$ cat src/rtl/hazard_sched_if.sv
// Hazard scheduler bus: ID/EX/WB observation inputs and pipeline control outputs.
// HAZ_PERF_CNT_EN adds the stall/flush performance counter outputs.
interface hazard_sched_if;
   logic        mem_stall;
   logic        id_valid;
   logic [6:0]  id_opcode;
   logic [2:0]  id_funct3;
   logic [4:0]  id_rs1;
   logic [4:0]  id_rs2;
   logic        ex_valid;
   logic [6:0]  ex_opcode;
   logic [4:0]  ex_rd;
   logic        ex_regwe;
   logic        ex_br_taken;
   logic        wb_valid;
   logic [4:0]  wb_rd;
   logic        wb_regwe;
   logic        stall_if;
   logic        stall_id;
   logic        stall_ex;
   logic        bubble_ex;
   logic        flush_id;
   logic [1:0]  pc_sel;
   logic [1:0]  fwd_a;
   logic [1:0]  fwd_b;
`ifdef HAZ_PERF_CNT_EN
   logic [31:0] perf_stall_cnt;
   logic [31:0] perf_flush_cnt;
`endif

   // Pipeline side: drives the observed stage state, receives control.
   modport master (
      output mem_stall, id_valid, id_opcode, id_funct3, id_rs1, id_rs2,
      output ex_valid, ex_opcode, ex_rd, ex_regwe, ex_br_taken,
      output wb_valid, wb_rd, wb_regwe,
      input  stall_if, stall_id, stall_ex, bubble_ex, flush_id,
      input  pc_sel, fwd_a, fwd_b
`ifdef HAZ_PERF_CNT_EN
      , input perf_stall_cnt, perf_flush_cnt
`endif
   );

   // Scheduler side.
   modport slave (
      input  mem_stall, id_valid, id_opcode, id_funct3, id_rs1, id_rs2,
      input  ex_valid, ex_opcode, ex_rd, ex_regwe, ex_br_taken,
      input  wb_valid, wb_rd, wb_regwe,
      output stall_if, stall_id, stall_ex, bubble_ex, flush_id,
      output pc_sel, fwd_a, fwd_b
`ifdef HAZ_PERF_CNT_EN
      , output perf_stall_cnt, perf_flush_cnt
`endif
   );
endinterface

$ cat src/rtl/hazard_sched.sv
// RV32I pipeline hazard scheduler: stalls, bubbles, flushes, PC select and
// operand forwarding for a 3-stage (ID/EX/WB) pipeline. Control outputs are
// combinational decisions for the current cycle.
// Optional: define HAZ_PERF_CNT_EN for stall/flush performance counters.
module hazard_sched #(
   parameter int unsigned CSR_DRAIN_CYCLES = 2
) (
   input logic           clk,
   input logic           reset,
   hazard_sched_if.slave bus
);
   localparam int unsigned CNT_W = 4;

   localparam logic [6:0] OPC_LUI       = 7'b0110111;
   localparam logic [6:0] OPC_AUIPC     = 7'b0010111;
   localparam logic [6:0] OPC_JAL       = 7'b1101111;
   localparam logic [6:0] OPC_BRANCH    = 7'b1100011;
   localparam logic [6:0] OPC_LOAD      = 7'b0000011;
   localparam logic [6:0] OPC_STORE     = 7'b0100011;
   localparam logic [6:0] OPC_ARI_RTYPE = 7'b0110011;
   localparam logic [6:0] OPC_CSR       = 7'b1110011;

   localparam logic [1:0] ST_RUN      = 2'd0;
   localparam logic [1:0] ST_DRAIN    = 2'd1;
   localparam logic [1:0] ST_MEM_WAIT = 2'd2;

   logic [1:0]       state_q, state_d;
   logic [CNT_W-1:0] drain_cnt_q, drain_cnt_d;
   logic             drained_q, drained_d;
   logic             redirect_pend_q, redirect_pend_d;

   logic       rs1_used, rs2_used;
   logic       hit_ex_rs1, hit_ex_rs2, hit_wb_rs1, hit_wb_rs2;
   logic       load_use;
   logic [1:0] fwd_a_d, fwd_b_d;
   logic       s_if, s_id, s_ex, bub, flush;
   logic [1:0] pc_sel_d;
   logic       run_rules;
   logic       unused_funct3;

   assign unused_funct3 = ^bus.id_funct3[1:0];

   // Register read-port usage of the ID instruction.
   assign rs1_used = !((bus.id_opcode == OPC_LUI) || (bus.id_opcode == OPC_AUIPC) ||
                       (bus.id_opcode == OPC_JAL) ||
                       ((bus.id_opcode == OPC_CSR) && bus.id_funct3[2]));
   assign rs2_used = (bus.id_opcode == OPC_BRANCH) || (bus.id_opcode == OPC_STORE) ||
                     (bus.id_opcode == OPC_ARI_RTYPE);

   assign hit_ex_rs1 = bus.ex_valid && bus.ex_regwe && (bus.ex_rd != 5'd0) &&
                       (bus.ex_rd == bus.id_rs1) && rs1_used;
   assign hit_ex_rs2 = bus.ex_valid && bus.ex_regwe && (bus.ex_rd != 5'd0) &&
                       (bus.ex_rd == bus.id_rs2) && rs2_used;
   assign hit_wb_rs1 = bus.wb_valid && bus.wb_regwe && (bus.wb_rd != 5'd0) &&
                       (bus.wb_rd == bus.id_rs1) && rs1_used;
   assign hit_wb_rs2 = bus.wb_valid && bus.wb_regwe && (bus.wb_rd != 5'd0) &&
                       (bus.wb_rd == bus.id_rs2) && rs2_used;

   assign load_use = (bus.ex_opcode == OPC_LOAD) && (hit_ex_rs1 || hit_ex_rs2);

   // Operand forwarding; a load in EX has no result yet so it never forwards.
   always_comb begin
      fwd_a_d = 2'd0;
      fwd_b_d = 2'd0;
      if (hit_ex_rs1 && (bus.ex_opcode != OPC_LOAD)) fwd_a_d = 2'd1;
      else if (hit_wb_rs1)                           fwd_a_d = 2'd2;
      if (hit_ex_rs2 && (bus.ex_opcode != OPC_LOAD)) fwd_b_d = 2'd1;
      else if (hit_wb_rs2)                           fwd_b_d = 2'd2;
   end

   // Next-state and control decision.
   always_comb begin
      state_d         = state_q;
      drain_cnt_d     = drain_cnt_q;
      drained_d       = drained_q;
      redirect_pend_d = redirect_pend_q;
      s_if            = 1'b0;
      s_id            = 1'b0;
      s_ex            = 1'b0;
      bub             = 1'b0;
      flush           = 1'b0;
      pc_sel_d        = 2'd0;
      run_rules       = 1'b0;

      case (state_q)
         ST_RUN: run_rules = 1'b1;
         ST_DRAIN: begin
            if (bus.mem_stall) begin
               s_if = 1'b1;
               s_id = 1'b1;
               s_ex = 1'b1;
               bub  = 1'b1;
               // A redirect under a memory stall kills the CSR; replay it after the stall.
               if (bus.ex_br_taken) begin
                  redirect_pend_d = 1'b1;
                  drained_d       = 1'b0;
                  state_d         = ST_MEM_WAIT;
               end
            end else if (bus.ex_br_taken) begin
               pc_sel_d = 2'd2;
               flush    = 1'b1;
               bub      = 1'b1;
               state_d  = ST_RUN;
            end else begin
               s_if = 1'b1;
               s_id = 1'b1;
               bub  = 1'b1;
               if (drain_cnt_q == '0) begin
                  drained_d = 1'b1;
                  state_d   = ST_RUN;
               end else begin
                  drain_cnt_d = drain_cnt_q - CNT_W'(1);
               end
            end
         end
         ST_MEM_WAIT: begin
            if (bus.mem_stall) begin
               s_if = 1'b1;
               s_id = 1'b1;
               s_ex = 1'b1;
               if (bus.ex_br_taken) redirect_pend_d = 1'b1;
            end else begin
               state_d = ST_RUN;
               if (redirect_pend_q) begin
                  pc_sel_d        = 2'd2;
                  flush           = 1'b1;
                  bub             = 1'b1;
                  redirect_pend_d = 1'b0;
               end else begin
                  run_rules = 1'b1;
               end
            end
         end
         default: state_d = ST_RUN;
      endcase

      if (run_rules) begin
         if (bus.mem_stall) begin
            s_if    = 1'b1;
            s_id    = 1'b1;
            s_ex    = 1'b1;
            state_d = ST_MEM_WAIT;
            if (bus.ex_br_taken) redirect_pend_d = 1'b1;
         end else if (bus.ex_br_taken) begin
            pc_sel_d = 2'd2;
            flush    = 1'b1;
            bub      = 1'b1;
         end else if (load_use) begin
            s_if = 1'b1;
            s_id = 1'b1;
            bub  = 1'b1;
         end else if (bus.id_valid && (bus.id_opcode == OPC_CSR) && !drained_q) begin
            s_if        = 1'b1;
            s_id        = 1'b1;
            bub         = 1'b1;
            drain_cnt_d = CNT_W'(CSR_DRAIN_CYCLES - 1);
            state_d     = ST_DRAIN;
         end else if (bus.id_valid && (bus.id_opcode == OPC_JAL)) begin
            pc_sel_d = 2'd1;
            flush    = 1'b1;
         end
      end

      // The drained credit belongs to the instruction in ID; it expires when ID moves.
      if (!s_id) drained_d = 1'b0;
   end

   // Control outputs are held at zero during reset.
   assign bus.stall_if  = s_if  && !reset;
   assign bus.stall_id  = s_id  && !reset;
   assign bus.stall_ex  = s_ex  && !reset;
   assign bus.bubble_ex = bub   && !reset;
   assign bus.flush_id  = flush && !reset;
   assign bus.pc_sel    = reset ? 2'd0 : pc_sel_d;
   assign bus.fwd_a     = reset ? 2'd0 : fwd_a_d;
   assign bus.fwd_b     = reset ? 2'd0 : fwd_b_d;

   // FSM state and drain bookkeeping.
   always_ff @(posedge clk) begin
      if (reset) begin
         state_q         <= ST_RUN;
         drain_cnt_q     <= '0;
         drained_q       <= 1'b0;
         redirect_pend_q <= 1'b0;
      end else begin
         state_q         <= state_d;
         drain_cnt_q     <= drain_cnt_d;
         drained_q       <= drained_d;
         redirect_pend_q <= redirect_pend_d;
      end
   end

`ifdef HAZ_PERF_CNT_EN
   logic [31:0] perf_stall_cnt_q, perf_flush_cnt_q;

   // Free-running stall/flush event counters, wrapping at 2^32.
   always_ff @(posedge clk) begin
      if (reset) begin
         perf_stall_cnt_q <= '0;
         perf_flush_cnt_q <= '0;
      end else begin
         if (s_id)  perf_stall_cnt_q <= perf_stall_cnt_q + 32'd1;
         if (flush) perf_flush_cnt_q <= perf_flush_cnt_q + 32'd1;
      end
   end

   assign bus.perf_stall_cnt = perf_stall_cnt_q;
   assign bus.perf_flush_cnt = perf_flush_cnt_q;
`endif
endmodule
$ cat src/flat_wrapper.sv
// flat-port wrapper written by rule: the top's interface ports become plain ports
module hazard_sched_flat 
#(
   parameter int unsigned CSR_DRAIN_CYCLES = 2
)
  (clk, reset, bus_mem_stall, bus_id_valid, bus_id_opcode, bus_id_funct3, bus_id_rs1, bus_id_rs2, bus_ex_valid, bus_ex_opcode, bus_ex_rd, bus_ex_regwe, bus_ex_br_taken, bus_wb_valid, bus_wb_rd, bus_wb_regwe, bus_stall_if, bus_stall_id, bus_stall_ex, bus_bubble_ex, bus_flush_id, bus_pc_sel, bus_fwd_a, bus_fwd_b);
  hazard_sched_if bus_i ();
  input logic clk;
  input logic reset;
  input wire logic [$bits(bus_i.mem_stall)-1:0] bus_mem_stall;
  input wire logic [$bits(bus_i.id_valid)-1:0] bus_id_valid;
  input wire logic [$bits(bus_i.id_opcode)-1:0] bus_id_opcode;
  input wire logic [$bits(bus_i.id_funct3)-1:0] bus_id_funct3;
  input wire logic [$bits(bus_i.id_rs1)-1:0] bus_id_rs1;
  input wire logic [$bits(bus_i.id_rs2)-1:0] bus_id_rs2;
  input wire logic [$bits(bus_i.ex_valid)-1:0] bus_ex_valid;
  input wire logic [$bits(bus_i.ex_opcode)-1:0] bus_ex_opcode;
  input wire logic [$bits(bus_i.ex_rd)-1:0] bus_ex_rd;
  input wire logic [$bits(bus_i.ex_regwe)-1:0] bus_ex_regwe;
  input wire logic [$bits(bus_i.ex_br_taken)-1:0] bus_ex_br_taken;
  input wire logic [$bits(bus_i.wb_valid)-1:0] bus_wb_valid;
  input wire logic [$bits(bus_i.wb_rd)-1:0] bus_wb_rd;
  input wire logic [$bits(bus_i.wb_regwe)-1:0] bus_wb_regwe;
  output wire logic [$bits(bus_i.stall_if)-1:0] bus_stall_if;
  output wire logic [$bits(bus_i.stall_id)-1:0] bus_stall_id;
  output wire logic [$bits(bus_i.stall_ex)-1:0] bus_stall_ex;
  output wire logic [$bits(bus_i.bubble_ex)-1:0] bus_bubble_ex;
  output wire logic [$bits(bus_i.flush_id)-1:0] bus_flush_id;
  output wire logic [$bits(bus_i.pc_sel)-1:0] bus_pc_sel;
  output wire logic [$bits(bus_i.fwd_a)-1:0] bus_fwd_a;
  output wire logic [$bits(bus_i.fwd_b)-1:0] bus_fwd_b;
  assign bus_i.mem_stall = bus_mem_stall;
  assign bus_i.id_valid = bus_id_valid;
  assign bus_i.id_opcode = bus_id_opcode;
  assign bus_i.id_funct3 = bus_id_funct3;
  assign bus_i.id_rs1 = bus_id_rs1;
  assign bus_i.id_rs2 = bus_id_rs2;
  assign bus_i.ex_valid = bus_ex_valid;
  assign bus_i.ex_opcode = bus_ex_opcode;
  assign bus_i.ex_rd = bus_ex_rd;
  assign bus_i.ex_regwe = bus_ex_regwe;
  assign bus_i.ex_br_taken = bus_ex_br_taken;
  assign bus_i.wb_valid = bus_wb_valid;
  assign bus_i.wb_rd = bus_wb_rd;
  assign bus_i.wb_regwe = bus_wb_regwe;
  assign bus_stall_if = bus_i.stall_if;
  assign bus_stall_id = bus_i.stall_id;
  assign bus_stall_ex = bus_i.stall_ex;
  assign bus_bubble_ex = bus_i.bubble_ex;
  assign bus_flush_id = bus_i.flush_id;
  assign bus_pc_sel = bus_i.pc_sel;
  assign bus_fwd_a = bus_i.fwd_a;
  assign bus_fwd_b = bus_i.fwd_b;
  hazard_sched #(.CSR_DRAIN_CYCLES(CSR_DRAIN_CYCLES)) u_core (.clk(clk), .reset(reset), .bus(bus_i));
endmodule
$ cat config.mk
export PLATFORM = sky130hd
export DESIGN_NAME = hazard_sched_flat
export DESIGN_NICKNAME = d
export VERILOG_FILES = /design/src/rtl/hazard_sched_if.sv /design/src/rtl/hazard_sched.sv /design/src/flat_wrapper.sv
export SDC_FILE = /design/constraint.sdc
export NUM_CORES = 1
export LEC_CHECK = 0
export CAP_MARGIN = 20
export CORE_MARGIN = 5
export CORE_UTILIZATION = 36
export DETAILED_ROUTE_END_ITERATION = 10
export PLACE_DENSITY = 0.82
export SYNTH_ARGS = -nofsm -noshare
export SYNTH_HDL_FRONTEND = slang
export SYNTH_SLANG_ARGS = --single-unit
$ cat constraint.sdc
create_clock -name clk -period 2.2 [get_ports clk]
set_clock_uncertainty 0.15 [all_clocks]
set_input_delay 0.33 -clock clk [delete_from_list [all_inputs] [get_ports clk]]
set_output_delay 0.33 -clock clk [all_outputs]
set_load 0.02 [all_outputs]
### Yosys cells after proc, flatten, opt, wreduce, memory -nomap -nowiden

Cells that the tools add are included.

* bits in registers: 8
* latch bits: 0
* RAM bits: 0
* ROM bits: 0
* input port bits: 46
* output and inout port bits: 11
* word-level logic and storage cells: 144
* memories: 0

* add/subtract/negate cells: 1
* multiply operators: 0
* div/mod/pow operators: 0
* order comparisons: 0
* eq/ne operators: 17
* shift operators: 0
* muxes and demuxes: 81
* bitwise logic cells: 1
* reductions and logical operators: 40

Operators by type and width (number)
* 2-bit two-way mux: 27
* 1-bit two-way mux: 38
* 4-bit two-way mux: 9
* 1-bit logical AND: 23
* 7-bit by 6-bit equality test with 1-bit output, second input constant: 3
* 7-bit equality test, second input constant: 3
* 5-bit equality test: 4
* 1-bit case mux with 2 select lines: 5
* 5-bit nonzero test: 2
* 7-bit by 2-bit equality test with 1-bit output, second input constant: 1
* 7-bit by 5-bit equality test with 1-bit output, second input constant: 1
* 7-bit by 2-bit inequality test with 1-bit output, second input constant: 1
* 1-bit logical OR: 6
* 2-bit case mux with 3 select lines: 1
* 4-bit logical NOT: 1
* 2-bit case mux with 2 select lines: 1
* 4-bit AND reduction: 1
* 2-bit OR reduction: 2
* 4-bit by 1-bit subtractor with 4-bit output, second input constant: 1
* 1-bit logical NOT: 3
* 2-bit by 1-bit equality test with 1-bit output, second input constant: 1
* 2-bit equality test, second input constant: 1
* 2-bit logical NOT: 1
* 2-bit by 1-bit inequality test with 1-bit output, second input constant: 1
* 3 further kinds: 3

### Logic depth before layout (Yosys ltp)

Gate-level depths: netlist of run 1.

* depth after elaboration: 14
* depth in mapped cells: 8
* depth with buffers taken out: 8

### Worst setup path after synthesis of run 1

Ideal clock, no wire load.

* kind: reg-to-output
* start point: reg u_core.state_q[0]
* end point: out bus_pc_sel[0]
* data arrival time: 1.986 ns
* required time: 1.720 ns
* slack: -0.266 ns
* cell stages (with the launch flop): 8
* path buffers: 0
* path through: dfxtp_1 inv_1 ha_1 and2b_1 o21ai_1 or3_1 or2_2 nor3b_1

* longest elaborated chain between the ends: 9
* elaborated cells on any way between the ends: 12
* those cells by class: eq/ne (2); mux (9); reduce/logical (1)

RTL lines
* from (decl): RTL line hazard_sched.sv:27 `logic [1:0] state_q, state_d;`
* from (signal assigned): RTL line hazard_sched.sv:186 `state_q <= state_d;`
* 2-bit equality test or 2-bit by 1-bit equality test with 1-bit output (tied branches): RTL line hazard_sched.sv:85 `case (state_q)`
* 2-bit case mux with 2 select lines: RTL line hazard_sched.sv:85
* 2-bit two-way mux: RTL line hazard_sched.sv:158 `end else if (bus.id_valid && (bus.id_opcode == OPC_JAL)) begin`
* 2-bit two-way mux: RTL line hazard_sched.sv:152 `end else if (bus.id_valid && (bus.id_opcode == OPC_CSR) && !drained_q) begin`
* 2-bit two-way mux: RTL line hazard_sched.sv:148 `end else if (load_use) begin`
* 2-bit two-way mux: RTL line hazard_sched.sv:144 `end else if (bus.ex_br_taken) begin`
* 2-bit two-way mux: RTL line hazard_sched.sv:138 `if (bus.mem_stall) begin`
* 2-bit two-way mux (*): RTL line hazard_sched.sv:137 `if (run_rules) begin`
* 2-bit two-way mux (*): RTL line hazard_sched.sv:174 `assign bus.pc_sel = reset ? 2'd0 : pc_sel_d;`
* to (decl): RTL line flat_wrapper.sv:29 `output wire logic [$bits(bus_i.pc_sel)-1:0] bus_pc_sel;`

Mark *: on every way between the ends. The rest lies on a longest branch, timed or not.

### Final worst setup path of run 1

* start point: in bus_ex_rd[4]
* end point: out bus_stall_if

* longest elaborated chain between the ends: 11
* elaborated cells on any way between the ends: 15
* those cells by class: eq/ne (2); mux (4); reduce/logical (9)

RTL lines
* from (decl): RTL line flat_wrapper.sv:18 `input wire logic [$bits(bus_i.ex_rd)-1:0] bus_ex_rd;`
* 5-bit nonzero test: RTL line hazard_sched.sv:50, hazard_sched.sv:52
* 1-bit logical AND: RTL line hazard_sched.sv:50, hazard_sched.sv:52
* 1-bit logical AND (on tied branches): RTL line hazard_sched.sv:50, hazard_sched.sv:52
* 1-bit logical AND (on tied branches): RTL line hazard_sched.sv:51, hazard_sched.sv:53
* 1-bit logical OR (*): RTL line hazard_sched.sv:59 `assign load_use = (bus.ex_opcode == OPC_LOAD) && (hit_ex_rs1 || hit_ex_rs2);`
* 1-bit logical AND (*): RTL line hazard_sched.sv:59
* 1-bit two-way mux (*): RTL line hazard_sched.sv:148
* 1-bit two-way mux (*): RTL line hazard_sched.sv:144
* 1-bit two-way mux (*): RTL line hazard_sched.sv:138
* 1-bit two-way mux (*): RTL line hazard_sched.sv:137
* 1-bit logical AND (*): RTL line hazard_sched.sv:169 `assign bus.stall_if = s_if && !reset;`
* to (decl): RTL line flat_wrapper.sv:24 `output wire logic [$bits(bus_i.stall_if)-1:0] bus_stall_if;`

Marked as above.

==> results, run 1 <==
- The share of post-route cells with drive strength above 1 is 0.4886.
- The share of the Yosys chip area taken by registers is 0.1456.
- Measured along the y axis, the die boundary spans 65.27 µm.
- The post-route minimum period is 2.468 ns.
- The DRC violation total after the first TritonRoute iteration is 44.
- In the final routed layout, each cell accounts on average for 15.66 µm.
- In this run the tightest slew margin relative to its limit is 0.7995.
- The detail route stage leaves a number of antenna-violating nets equal to 0.
- After clock tree synthesis, the clock-pin slew on the worst setup and hold paths is 0.06 ns.
- The number of hold buffers added after cts is 0.
- For this run, asynchronously set or reset flops after synthesis account for 0.
- The net count of the finished layout is 317.
- For this run the aggregate overflow at the end of global routing stands at 0.
- The run finished, with violations left.
- The total of warnings raised by yosys is 0.
- Fill cells in the final layout number 190.
- The first TritonRoute pass finished after 4 iterations.
- The termination of the worst setup path is bus_stall_if.
- The number of max-cap violations is 0.
- The total global routing track utilization is 0.2149.
- In this run the number of H-tree levels came out at 1.
- The startpoint-to-endpoint class of the critical path is in -> out.
- At the pin with the least slew margin, the transition time is 0.2998 ns.
- The class of the tightest hold or removal check is reg -> reg.
- The power per cell area is 262.6 nW/µm².
- Dividing the final minimum period by the clock period gives 1.122.
- The final weighted congestion in routability-driven placement is 0.9360.
- The standby leakage power is 1.046 nW.
- In this run the cell area of the synthesized design comes to 1100 µm².
- TritonCTS created 3 clock buffers.
- For this design, the sink count on the clock tree is 8.
- Power comes to 0.6092 mW.
- The final critical-path setup slack is -0.2681 ns.
- The worst register-to-register path ends at u_core.state_q[0].
- In this run the register-to-register setup slack is -0.01 ns.
- The remaining design rule violation count is 0.
- From synthesis to final layout, the design area changed by 110.9%.
- The placement row count is 20.
- The clock reaches the later pin of the worst-skew pair after 0.26 ns.
- The final hold violation count came to 0.
- Setup violations remaining at the end of the flow were counted as 11.
- The average vias per placed instance is 5.525.
- The worst setup path startpoint is bus_ex_rd[4].
- The core area is 3003 µm².
- The critical-path maximum fanout is 2.
- The synthesized netlist contains 44 unique library cells.
- The startpoint type of the worst setup path is a primary input.
- For the worst setup path, the data required time is 1.72 ns.
- TritonCTS built the clock tree.
- The gate count of the mapped netlist is 153.
- The boundary pin count is 57.
- Entering global routing, the biggest net connects 11 pins.
- The deepest clock path buffer count is 2.
- The initial antenna violation count was 0.
- The worst reg2reg path depth is 9.
- For this run, the leading register cell type out of synthesis is sky130_fd_sc_hd__dfxtp_1.
- For this configuration, the core starts out at a cell density of 0.3663.
- The total length of routed wires is 4.651 mm.
- In this run the tool buffered the top-level ports with 54 buffer cells.
- STA puts the critical path data arrival time at 1.99 ns.
- The wire-length estimate of the detail-placed layout is 3.356 mm.
- The count of state elements after synthesis is 8.
- The die covers 4260 µm².
- The root cell of the clock tree is sky130_fd_sc_hd__clkbuf_4.
- The antenna cell count is 0.
- The number of max-slew violations in the final report is 0.
- The mean area per synthesized cell is 7.188 µm².
- The beginning of the worst register-to-register path is u_core.state_q[0].
- The final reports fail on negative setup slack.
- Across all hold checks on the routed design, the worst slack comes to 0.3829 ns.
- Yosys mapped a number of flops with a built-in enable equal to 0.
- The die width is 65.27 µm.
- The via count of the first global-routing pass came to 1669.
- The total nets after synthesis is 204.
- The highest attainable clock frequency is 0.4052 GHz.
- VDD sags by at most 0.1407 mV.
- The first global-routing pass estimated 7.348 mm of wire.
- Setup repair after global routing could not meet its margin everywhere.
- The worst setup path is captured at a primary output.
- Detailed routing inserted a total of 1641 vias.
state kept, by name, summed over array words and instances, names as in the netlist:
signal and count:
u_core.redirect_pend_q 1, u_core.state_q 2, u_core.drained_q 1, u_core.drain_cnt_q 4
worst min path at each step:
stage | from | endpoint | slack [ns] | cells past startpoint
6_report | u_core.drain_cnt_q[1] | u_core.drain_cnt_q[1] | 0.38 | 2
5_1_grt | u_core.drain_cnt_q[1] | u_core.drain_cnt_q[1] | 0.41 | 2
4_1_cts | u_core.drain_cnt_q[1] | u_core.drain_cnt_q[1] | 0.39 | 2
3_5_place_dp | u_core.drain_cnt_q[1] | u_core.drain_cnt_q[1] | 0.38 | 2
3_3_place_gp | u_core.drain_cnt_q[1] | u_core.drain_cnt_q[1] | 0.36 | 2
2_1_floorplan | u_core.redirect_pend_q | u_core.redirect_pend_q | 0.33 | 2
per-layer routing:
metal  wire (µm)  global-route usage  vias up
li1            -                   -      782
met1        1712              0.2347      771
met2        2473              0.4134       75
met3         334             0.04274       13
met4         131             0.05959        0
met5           0                   0        -
cell usage after synthesis (2+ instances only):
cell type | number | share of area
sky130_fd_sc_hd__dfxtp_1 | 8 | 0.15
sky130_fd_sc_hd__a21oi_1 | 12 | 0.055
sky130_fd_sc_hd__nand2b_1 | 3 | 0.017
sky130_fd_sc_hd__o21ba_1 | 2 | 0.018
sky130_fd_sc_hd__o211ai_1 | 2 | 0.014
sky130_fd_sc_hd__nor3b_1 | 2 | 0.014
sky130_fd_sc_hd__nand4_1 | 4 | 0.023
sky130_fd_sc_hd__or2_2 | 2 | 0.011
sky130_fd_sc_hd__or3_1 | 2 | 0.011
sky130_fd_sc_hd__a21o_1 | 2 | 0.014
sky130_fd_sc_hd__nand2_1 | 12 | 0.041
sky130_fd_sc_hd__xnor2_1 | 10 | 0.080
sky130_fd_sc_hd__xor2_1 | 11 | 0.088
sky130_fd_sc_hd__nand3b_1 | 2 | 0.014
sky130_fd_sc_hd__ha_1 | 5 | 0.057
sky130_fd_sc_hd__nor4_1 | 2 | 0.011
sky130_fd_sc_hd__nor3_1 | 14 | 0.064
sky130_fd_sc_hd__nor4b_1 | 2 | 0.016
sky130_fd_sc_hd__o21ai_0 | 5 | 0.023
sky130_fd_sc_hd__clkbuf_1 | 4 | 0.014
sky130_fd_sc_hd__a211oi_1 | 3 | 0.020
sky130_fd_sc_hd__nor2_1 | 13 | 0.044
sky130_fd_sc_hd__inv_1 | 8 | 0.027
sky130_fd_sc_hd__or4_1 | 2 | 0.014
sky130_fd_sc_hd__and3_1 | 2 | 0.011
critical path, cell delays in order:
cell and delay (ns):
sky130_fd_sc_hd__buf_6 0.09, sky130_fd_sc_hd__or4_4 0.51, sky130_fd_sc_hd__o211ai_1 0.24, sky130_fd_sc_hd__nor2_2 0.08, sky130_fd_sc_hd__o311a_1 0.33, sky130_fd_sc_hd__a22oi_2 0.20
sky130_fd_sc_hd__nor2_4 0.07, sky130_fd_sc_hd__buf_6 0.13
what timing repair did:
action | CTS | global route
endpoints found under the setup margin | 17 | 15
pin swaps | 23 | 17
setup buffers | 6 | 5
resized for setup | 140 | 39
cell families (layout without fill, tap and decap cells):
family | Yosys count | count (layout) | synth area share
adder cells (fa/ha/maj) | 5 | 5 | 0.05688
AO/OA/AOI/OAI | 37 | 37 | 0.2366
AND/OR/NAND/NOR | 69 | 69 | 0.3458
buffers and inverters | 13 | 124 | 0.04778
flip-flops | 8 | 8 | 0.1456
XOR/XNOR | 21 | 21 | 0.1672
report_power, final:
part	leakage [nW]	internal (mW)	switching, mW
logic	0.966	0.185	0.153
clock network	0.0138	0.0628	0.0556
registers	0.0656	0.149	0.00411
total	1.05	0.397	0.213
area by class of cell:
class                   count  area [µm²]  area share
repair buffers            113       933.4      0.4024
multi-input cells         132        1127      0.4860
clock buffers               3       22.52    0.009709
flip-flops and latches      8       162.7     0.07012
inverters                   8       32.53     0.01402
well taps                  33       41.29     0.01780
per-stage QoR:
| step | instances | setup WS (ns) | util | TNS [ns] | area, µm² |
|---|---|---|---|---|---|
| final | 297 | -0.2681 | 0.7725 | -1.415 | 2320 |
| after global placement | 284 | -1.021 | 0.6825 | -10.44 | 2049 |
| after detailed placement | 284 | -1.054 | 0.6825 | -11.28 | 2049 |
| after floorplan | 153 | -0.1953 | - | -0.4681 | 1126 |
| after global routing | 297 | -0.3600 | 0.7725 | -2.742 | 2320 |
| after CTS | 292 | -0.2751 | 0.7321 | -1.468 | 2198 |
layout by cell type, fill, tap and decap left out, types with 3 or more instances in the layout:
master,instances
sky130_fd_sc_hd__buf_6,10
sky130_fd_sc_hd__dlygate4sd2_1,11
sky130_fd_sc_hd__nand4_1,4
sky130_fd_sc_hd__a21oi_1,9
sky130_fd_sc_hd__clkdlybuf4s50_1,12
sky130_fd_sc_hd__dlymetal6s2s_1,3
sky130_fd_sc_hd__clkbuf_2,7
sky130_fd_sc_hd__buf_4,60
sky130_fd_sc_hd__nand2_1,11
sky130_fd_sc_hd__xnor2_1,8
sky130_fd_sc_hd__buf_2,4
sky130_fd_sc_hd__inv_1,6
sky130_fd_sc_hd__nor3_2,7
sky130_fd_sc_hd__nor2_1,10
sky130_fd_sc_hd__clkdlybuf4s15_1,5
sky130_fd_sc_hd__xor2_1,10
sky130_fd_sc_hd__or4_4,3
sky130_fd_sc_hd__dfxtp_1,6
sky130_fd_sc_hd__o21ai_0,3
sky130_fd_sc_hd__nor3_1,7
sky130_fd_sc_hd__ha_4,3
sky130_fd_sc_hd__nand2b_1,3
sky130_fd_sc_hd__clkbuf_4,3
No activity file was read; power rests on OpenSTA's default activity.
==> run 2, diff against run 1 <==
- CORE_UTILIZATION: 36 -> 40
- PLACE_DENSITY: 0.82 -> 0.86
- clock period: 2.2 -> 2.63 ns (I/O delays scaled with it)
==> run 2 against run 1 <==
  * The run still ends with negative setup slack left
  * Power fell by 18%
  * First-iteration DRC count grew to 2.5 times the previous value
  * Combinational power is 20% lower
  * Routed wire length decreased by 0.45%
  * Utilization is 3.4 points higher
  * Cell count is 3.4% lower
  * Final area fell by 6.6%
  * Critical path type unchanged
==> results, run 2 (synthesized netlist as in run 1, its figures left out) <==
- The placed cell area is 2002 µm².
- The worst register-to-register path ends at u_core.drain_cnt_q[1].
- In this run the register-to-register setup slack is 0.29 ns.
- The beginning of the worst register-to-register path is u_core.state_q[1].
- The remaining design rule violation count is 0.
- The share of post-route cells with drive strength above 1 is 0.3516.
- In this run the most critical hold path is launched from u_core.drain_cnt_q[1].
- The highest ir drop seen on vdd is 0.3576 mV.
- The average vias per placed instance is 5.697.
- The wire-length estimate of the detail-placed layout is 3.342 mm.
- The post-route non-filler standard cell count is 287.
- The register with the most flip-flops in the layout has 4 of them.
- The die is 62.44 µm wide.
- 57 I/O pins were placed.
- Across all setup checks in the final design, the least slack found is -0.02957 ns.
- The power per cell area is 230.7 nW/µm².
- Dividing the detail-routed wire length by the instance count gives 16.13 µm.
- The root cell of the clock tree is sky130_fd_sc_hd__clkbuf_4.
- The core area is 2686 µm².
- Clock latency on the worst-skew pair, taken at its later pin, is 0.26 ns.
- The library cells used most frequently in the layout, excluding fill and tap cells, are 55 x sky130_fd_sc_hd__buf_4, 24 x sky130_fd_sc_hd__clkdlybuf4s50_1, 13 x sky130_fd_sc_hd__nor3_1, 12 x sky130_fd_sc_hd__nand2_1.
- The run finished, with violations left.
- The checks that failed: negative setup slack.
- The worst reg2reg path depth is 7.
- The slowest stage of the critical path belongs to the cell sky130_fd_sc_hd__clkdlybuf4s50_1.
- The die covers 3898 µm².
- The maximum level of the CTS H-tree is 1.
- Based on the critical path, the design can be clocked at up to 0.3760 GHz.
- The deepest clock path buffer count is 2.
- Traced cell by cell, the critical path runs through clkdlybuf4s50_1 > xor2_1 > nor3_1 > nand3_1 > buf_4 > o211ai_1 > a22oi_2 > nor2_2 > buf_6.
- The highest cell delay on the worst timing path is 0.44 ns.
- The register with the highest flop count is u_core.drain_cnt_q.
- The leading cell type in the layout, fill and taps excluded is sky130_fd_sc_hd__buf_4.
- For the finished layout, the period the worst path requires is 2.660 ns.
- The via count of the first global-routing pass was 1570.
- For hold timing, the worst endpoint is u_core.drain_cnt_q[1].
- The chip height is 62.44 µm.
- The actual transition at the worst max-transition pin is 0.4464 ns.
- The final hold violation count is 0.
- The clock tree from TritonCTS is yes.
- The number of max-cap violations is 0.
- The initial antenna violation count came to 0.
- The worst pin sits at a relative slew slack of 0.7006.
- The final layout contains 309 nets.
- In the final timing run, aggregate negative setup slack is -0.08448 ns.
- For this run, the detailed router's first-pass iteration total came to 6.
- After floorplanning, the core was divided into 19 placement rows.
- The detailed router placed 1635 vias in this run.
- The data required time at the worst endpoint is 2.09 ns.
- The startpoint-to-endpoint class of the critical path is in -> out.
- The total of buffers placed on input and output ports is 54.
- The number of max-slew violations in the final report was 0.
- After detailed placement, the design holds a cell count of 279.
- The final weighted congestion in routability-driven placement is 0.9021.
- The tree built by TritonCTS fans out to 8 sinks.
- The clock buffer count from CTS is 3.
- Dividing the final minimum period by the clock period gives 1.011.
- Setup repair after global routing could not meet its margin everywhere.
- The clock slew seen by the registers of the worst setup and hold paths is 0.06 ns.
- Relative to the synthesized area, the layout overhead comes to 97.04%.
- The final non-filler cell area is 2167 µm².
- Setup violations remaining at the end of the flow were counted as 4.
- The startpoint type of the worst setup path is a primary input.
- In the final layout, the registers with the most flip-flops are u_core.drain_cnt_q x4, u_core.state_q x2.
- The minimum setup slack after placement is -0.7541 ns.
- The initial core utilization is 0.4094.
- The antenna cell count is 0.
- The total length of routed wires is 4.630 mm.
- The critical-path maximum fanout is 3.
- The worst hold path cell count is 2.
- The global route total overflow is 0.
- Across all hold checks on the routed design, the worst slack comes to 0.3955 ns.
- The critical path data arrival time is 2.12 ns.
- The largest net degree at the start of global routing is 13.
- The class of the tightest hold or removal check is reg -> reg.
- The analysis attributes to cell leakage a power of 0.9946 nW.
- STA classifies the critical path endpoint as a primary output.
- The count of nets left with antenna violations after detail routing is 0.
- In the global route stage, overall resource usage came out at 0.1988.
- The DRC violation total after the first TritonRoute iteration is 110.
- The first global-routing pass estimated 6.541 mm of wire.
run 2: how the worst max path moves through the flow:
| stage | cells after the start | slack [ns] | from | to |
|---|---|---|---|---|
| 6_report | 9 | -0.03 | bus_id_rs1[1] | bus_stall_if |
| 5_1_grt | 8 | -0.14 | bus_id_opcode[4] | bus_fwd_b[1] |
| 4_1_cts | 9 | 0.0009 | bus_id_opcode[5] | bus_stall_id |
| 3_5_place_dp | 8 | -0.75 | bus_ex_rd[0] | bus_stall_id |
| 3_3_place_gp | 8 | -0.72 | bus_ex_rd[0] | bus_stall_id |
| 2_1_floorplan | 7 | 0.04 | bus_ex_rd[0] | bus_stall_if |
run 2: final cells by class:
class                      instances  area, µm²
inverter                           8      30.03
clock buffer                       3      22.52
timing repair buffer             105      918.4
tap                               31      38.79
fill                             171      519.2
multi-input combinational        132      997.2
sequential                         8      160.2
run 2: metrics by stage:
| stage | total power [mW] | util |
|---|---|---|
| 3_5_place_dp | 0.3772 | 0.7452 |
| 6_report | 0.4999 | 0.8067 |
| 3_3_place_gp | 0.3706 | 0.7452 |
| 4_1_cts | 0.4785 | 0.7657 |
| 5_1_grt | 0.5275 | 0.8067 |
| 2_1_floorplan | 0.2233 | - |
run 2: routing by layer:
layer	routed length, µm	vias up	global-route usage
met5	0	-	0
met2	2498	91	0.4003
met4	157	0	0.04509
li1	-	771	-
met3	332	20	0.04676
met1	1641	753	0.2002
run 2: worst max-delay path: cells and delay by family:
| family | cells | cell delay, ns |
|---|---|---|
| buf+inv | 3 | 0.76 |
| simple gates | 3 | 0.52 |
| compound gates | 2 | 0.29 |
| xor+xnor | 1 | 0.15 |
run 2: repair_timing:
action,in CTS,in global routing
hold buffers,0,0
gates resized for setup,70,33
buffers inserted,4,1
endpoints found under the setup margin,10,11
pin swaps,15,14
run 2: report_power, final:
group	switching [mW]	leakage (nW)	total, mW	internal [mW]
Clock	0.0501	0.0138	0.103	0.0528
Sequential	0.00286	0.0649	0.127	0.124
Combinational	0.117	0.916	0.270	0.153
Total	0.170	0.995	0.500	0.330
==> run 3, diff against run 2 <==
- CORE_MARGIN: 5 -> unset
==> run 3 against run 2 <==
  * The run still ends with negative setup slack left
  * Setup slack worse by 0.023 ns
  * Utilization is 4.4 points higher
  * Global-route usage is 8.4 points higher
  * Via count is 0.92% higher
==> results, run 3 (synthesized netlist as in run 1, its figures left out) <==
- The run finished, with violations left.
- The final reports fail on negative setup slack.
- The number of max-slew violations in the final report is 0.
- In the layout the commonest cells are 56 x sky130_fd_sc_hd__buf_4, 20 x sky130_fd_sc_hd__clkdlybuf4s50_1, 13 x sky130_fd_sc_hd__nor3_1, 13 x sky130_fd_sc_hd__dlygate4sd2_1, 12 x sky130_fd_sc_hd__nand2_1.
- The actual transition at the worst max-transition pin is 0.4396 ns.
- From bottom edge to top edge, the die measures 54.44 µm.
- STA puts the critical path data arrival time at 2.14 ns.
- Of the available clock period, the critical path in the final layout requires 1.020.
- The remaining design rule violation count is 0.
- Prior to clock tree synthesis, the placed netlist has a worst setup slack of -0.8360 ns.
- The final hold violation count came to 0.
- The area growth from synthesis to layout is 96.81%.
- The power share of the combinational group is 0.539.
- The worst relative slew slack is 0.7052.
- Across all layers, the routed design uses 1650 vias.
- The clock tree from TritonCTS is yes.
- The register with the highest flop count is u_core.drain_cnt_q.
- For this run, the share of the core covered by cells in the final layout is 0.8505.
- The deepest clock path buffer count is 2.
- The post-route minimum period is 2.682 ns.
- Grouping stages by cell kind, the critical path spends the most delay in compound AO/OA/AOI/OAI gates.
- The data required time at the worst endpoint is 2.09 ns.
- The antenna cell count is 0.
- The floorplan step defined a die boundary enclosing 2963 µm².
- The total half-perimeter wirelength after legalization and detailed placement is 3.430 mm.
- The share of total power consumed by net switching is 0.3401.
- Of the total power, registers draw 0.254.
- The highest-utilization routing layer at the global route stage is met2.
- In the post-route analysis, the smallest setup slack over all paths is -0.05240 ns.
- In this run the number of H-tree levels came out at 1.
- For this run the aggregate overflow at the end of global routing stands at 0.
- Setup repair after global routing could not meet its margin everywhere.
- Clock latency on the worst-skew pair, taken at its later pin, is 0.27 ns.
- The clock slew seen by the registers of the worst setup and hold paths is 0.05 ns.
- The met3 demand-to-capacity share in global routing is 0.03611.
- The count of nets left with antenna violations after detail routing is 0.
- Of the cells placed in the final design, the portion with a size suffix greater than 1 is 0.3629.
- Across every metal layer, demand over resource in global routing totals 0.2828.
- The number of hold buffers added after cts is 0.
- The met1 layer usage reported by global route is 0.2561.
- The critical path goes through buf_6 > or4_4 > o211ai_1 > nor2_2 > o311a_1 > a22oi_2 > nor2_2 > buf_6.
- The portion of total power attributed to the clock network is 0.207.
- The completed layout was analyzed and its total power is 0.4980 mW.
- The congestion estimate from routability-driven global placement came to 0.8940.
- Clock tree synthesis inserted a total of 3 buffers.
- The register with the most flip-flops in the layout has 4 of them.
- Dividing the detail-routed via count by the number of cells gives 5.709.
- The cell at the slowest stage of the critical path is sky130_fd_sc_hd__or4_4.
- The first detailed-routing pass took 4 iterations.
- The highest attainable clock frequency is 0.3728 GHz.
- The highest ir drop seen on vdd is 0.2441 mV.
- After detailed routing, the average wire length per cell comes to 15.83 µm.
- The number of max-cap violations is 0.
- The total buffers and inverters traversed by the critical path is 2.
- The routing usage on met2 is 0.5671.
- In this run the cell area measured after placement is 2016 µm².
- The largest registers in the layout are u_core.drain_cnt_q x4, u_core.state_q x2.
- The first global-routing pass estimated 6.065 mm of wire.
- The count of buffers added on input and output ports is 54.
- The region available for standard cell placement spans 2545 µm².
- Leaving out fill and tap cells, the most frequent cell in the layout is sky130_fd_sc_hd__buf_4.
- The die width is 54.44 µm.
- For this run, the post-layout net count is 312.
- Setup violations remaining at the end of the flow were counted as 2.
- The via count of the first global-routing pass is 1580.
- The placement row count is 18.
- The switching power total is 0.1694 mW.
- The startpoint type of the worst setup path is a primary input.
- The startpoint-to-endpoint class of the critical path is in -> out.
- Along the worst path, the maximum fanout reaches 3.
- The final non-filler cell area is 2165 µm².
- The cell-internal power is 0.3286 mW.
- Wires add up to 4.576 mm.
- The number of sinks driven by the clock tree is 8.
- The initial antenna violation count came to 0.
- The class of the tightest hold or removal check is reg -> reg.
- The boundary pin count is 57.
- The detailed router finished its first iteration with 42 violations.
- The root cell of the clock tree is sky130_fd_sc_hd__clkbuf_4.
- For this design the ratio of total power to cell area is 230.1 nW/µm².
- For this configuration, the core starts out at a cell density of 0.4322.
- For this run, the slowest stage of the critical path takes 0.52 ns.
- The category of the worst setup path capture point is a primary output.
- The analysis attributes to cell leakage a power of 0.9898 nW.
- The largest net degree at the start of global routing is 13.
- The setup total negative slack is -0.1011 ns.
run 3: cell types whose count changed in the layout (fill, tap and decap cells not counted), sizes merged:
cell / delta
clkdlybuf4s50: -4
dlygate4sd2: +4
buf: +3
run 3: path summary, 6_finish.rpt:
check             slack, ns                    end             startpoint  cells past startpoint
setup / recovery      -0.05           bus_stall_id           bus_ex_rd[4]                      8
hold / removal         0.39  u_core.drain_cnt_q[1]  u_core.drain_cnt_q[1]                      2
setup reg to reg       0.17  u_core.drain_cnt_q[1]      u_core.state_q[0]                      9
hold reg to reg        0.39  u_core.drain_cnt_q[1]  u_core.drain_cnt_q[1]                      2
run 3: power groups by stage:
stage                     Sequential [mW]  Clock, mW  Combinational, mW
after detailed placement            0.129          0              0.250
after global routing                0.127      0.103              0.286
after floorplan                     0.129          0             0.0944
after global placement              0.129          0              0.240
final                               0.126      0.103              0.269
after CTS                           0.127      0.103              0.249
run 3: area by class of cell:
class                           count  area [µm²]
Clock buffer                        3       22.52
Timing Repair Buffer              108       935.9
Multi-Input combinational cell    132       977.2
Fill cell                         139       380.4
Inverter                            8       30.03
Tap cell                           30       37.54
Sequential cell                     8       161.4
run 3: worst register-to-register path: cells and delay by family (launching register included):
family                   cells  cell delay [ns]
flip-flops                   1             0.32
AO/OA/AOI/OAI                3             0.52
buffers and inverters        2             0.20
AND/OR/NAND/NOR              3             0.96
adder cells (fa/ha/maj)      1             0.16
run 3: timing repair:
item / CTS / global route
gates resized for setup: 78 / 32
setup buffers: 4 / 2
endpoints found under the setup margin: 11 / 10
pin swaps: 17 / 15
run 3: per-stage QoR:
| step | hold WS, ns | instances |
|---|---|---|
| 6_report | 0.3861 | 289 |
| 5_1_grt | 0.4084 | 289 |
| 4_1_cts | 0.3830 | 287 |
| 3_5_place_dp | 0.3741 | 280 |
| 3_3_place_gp | 0.3538 | 280 |
| 2_1_floorplan | 0.3345 | 153 |
run 3: metal layers:
layer,share of wire,vias to the layer above,wire length [µm]
met5,0,-,0
met4,0.049,0,222
met3,0.053,25,242
met2,0.53,94,2448
met1,0.36,761,1663
li1,-,770,-
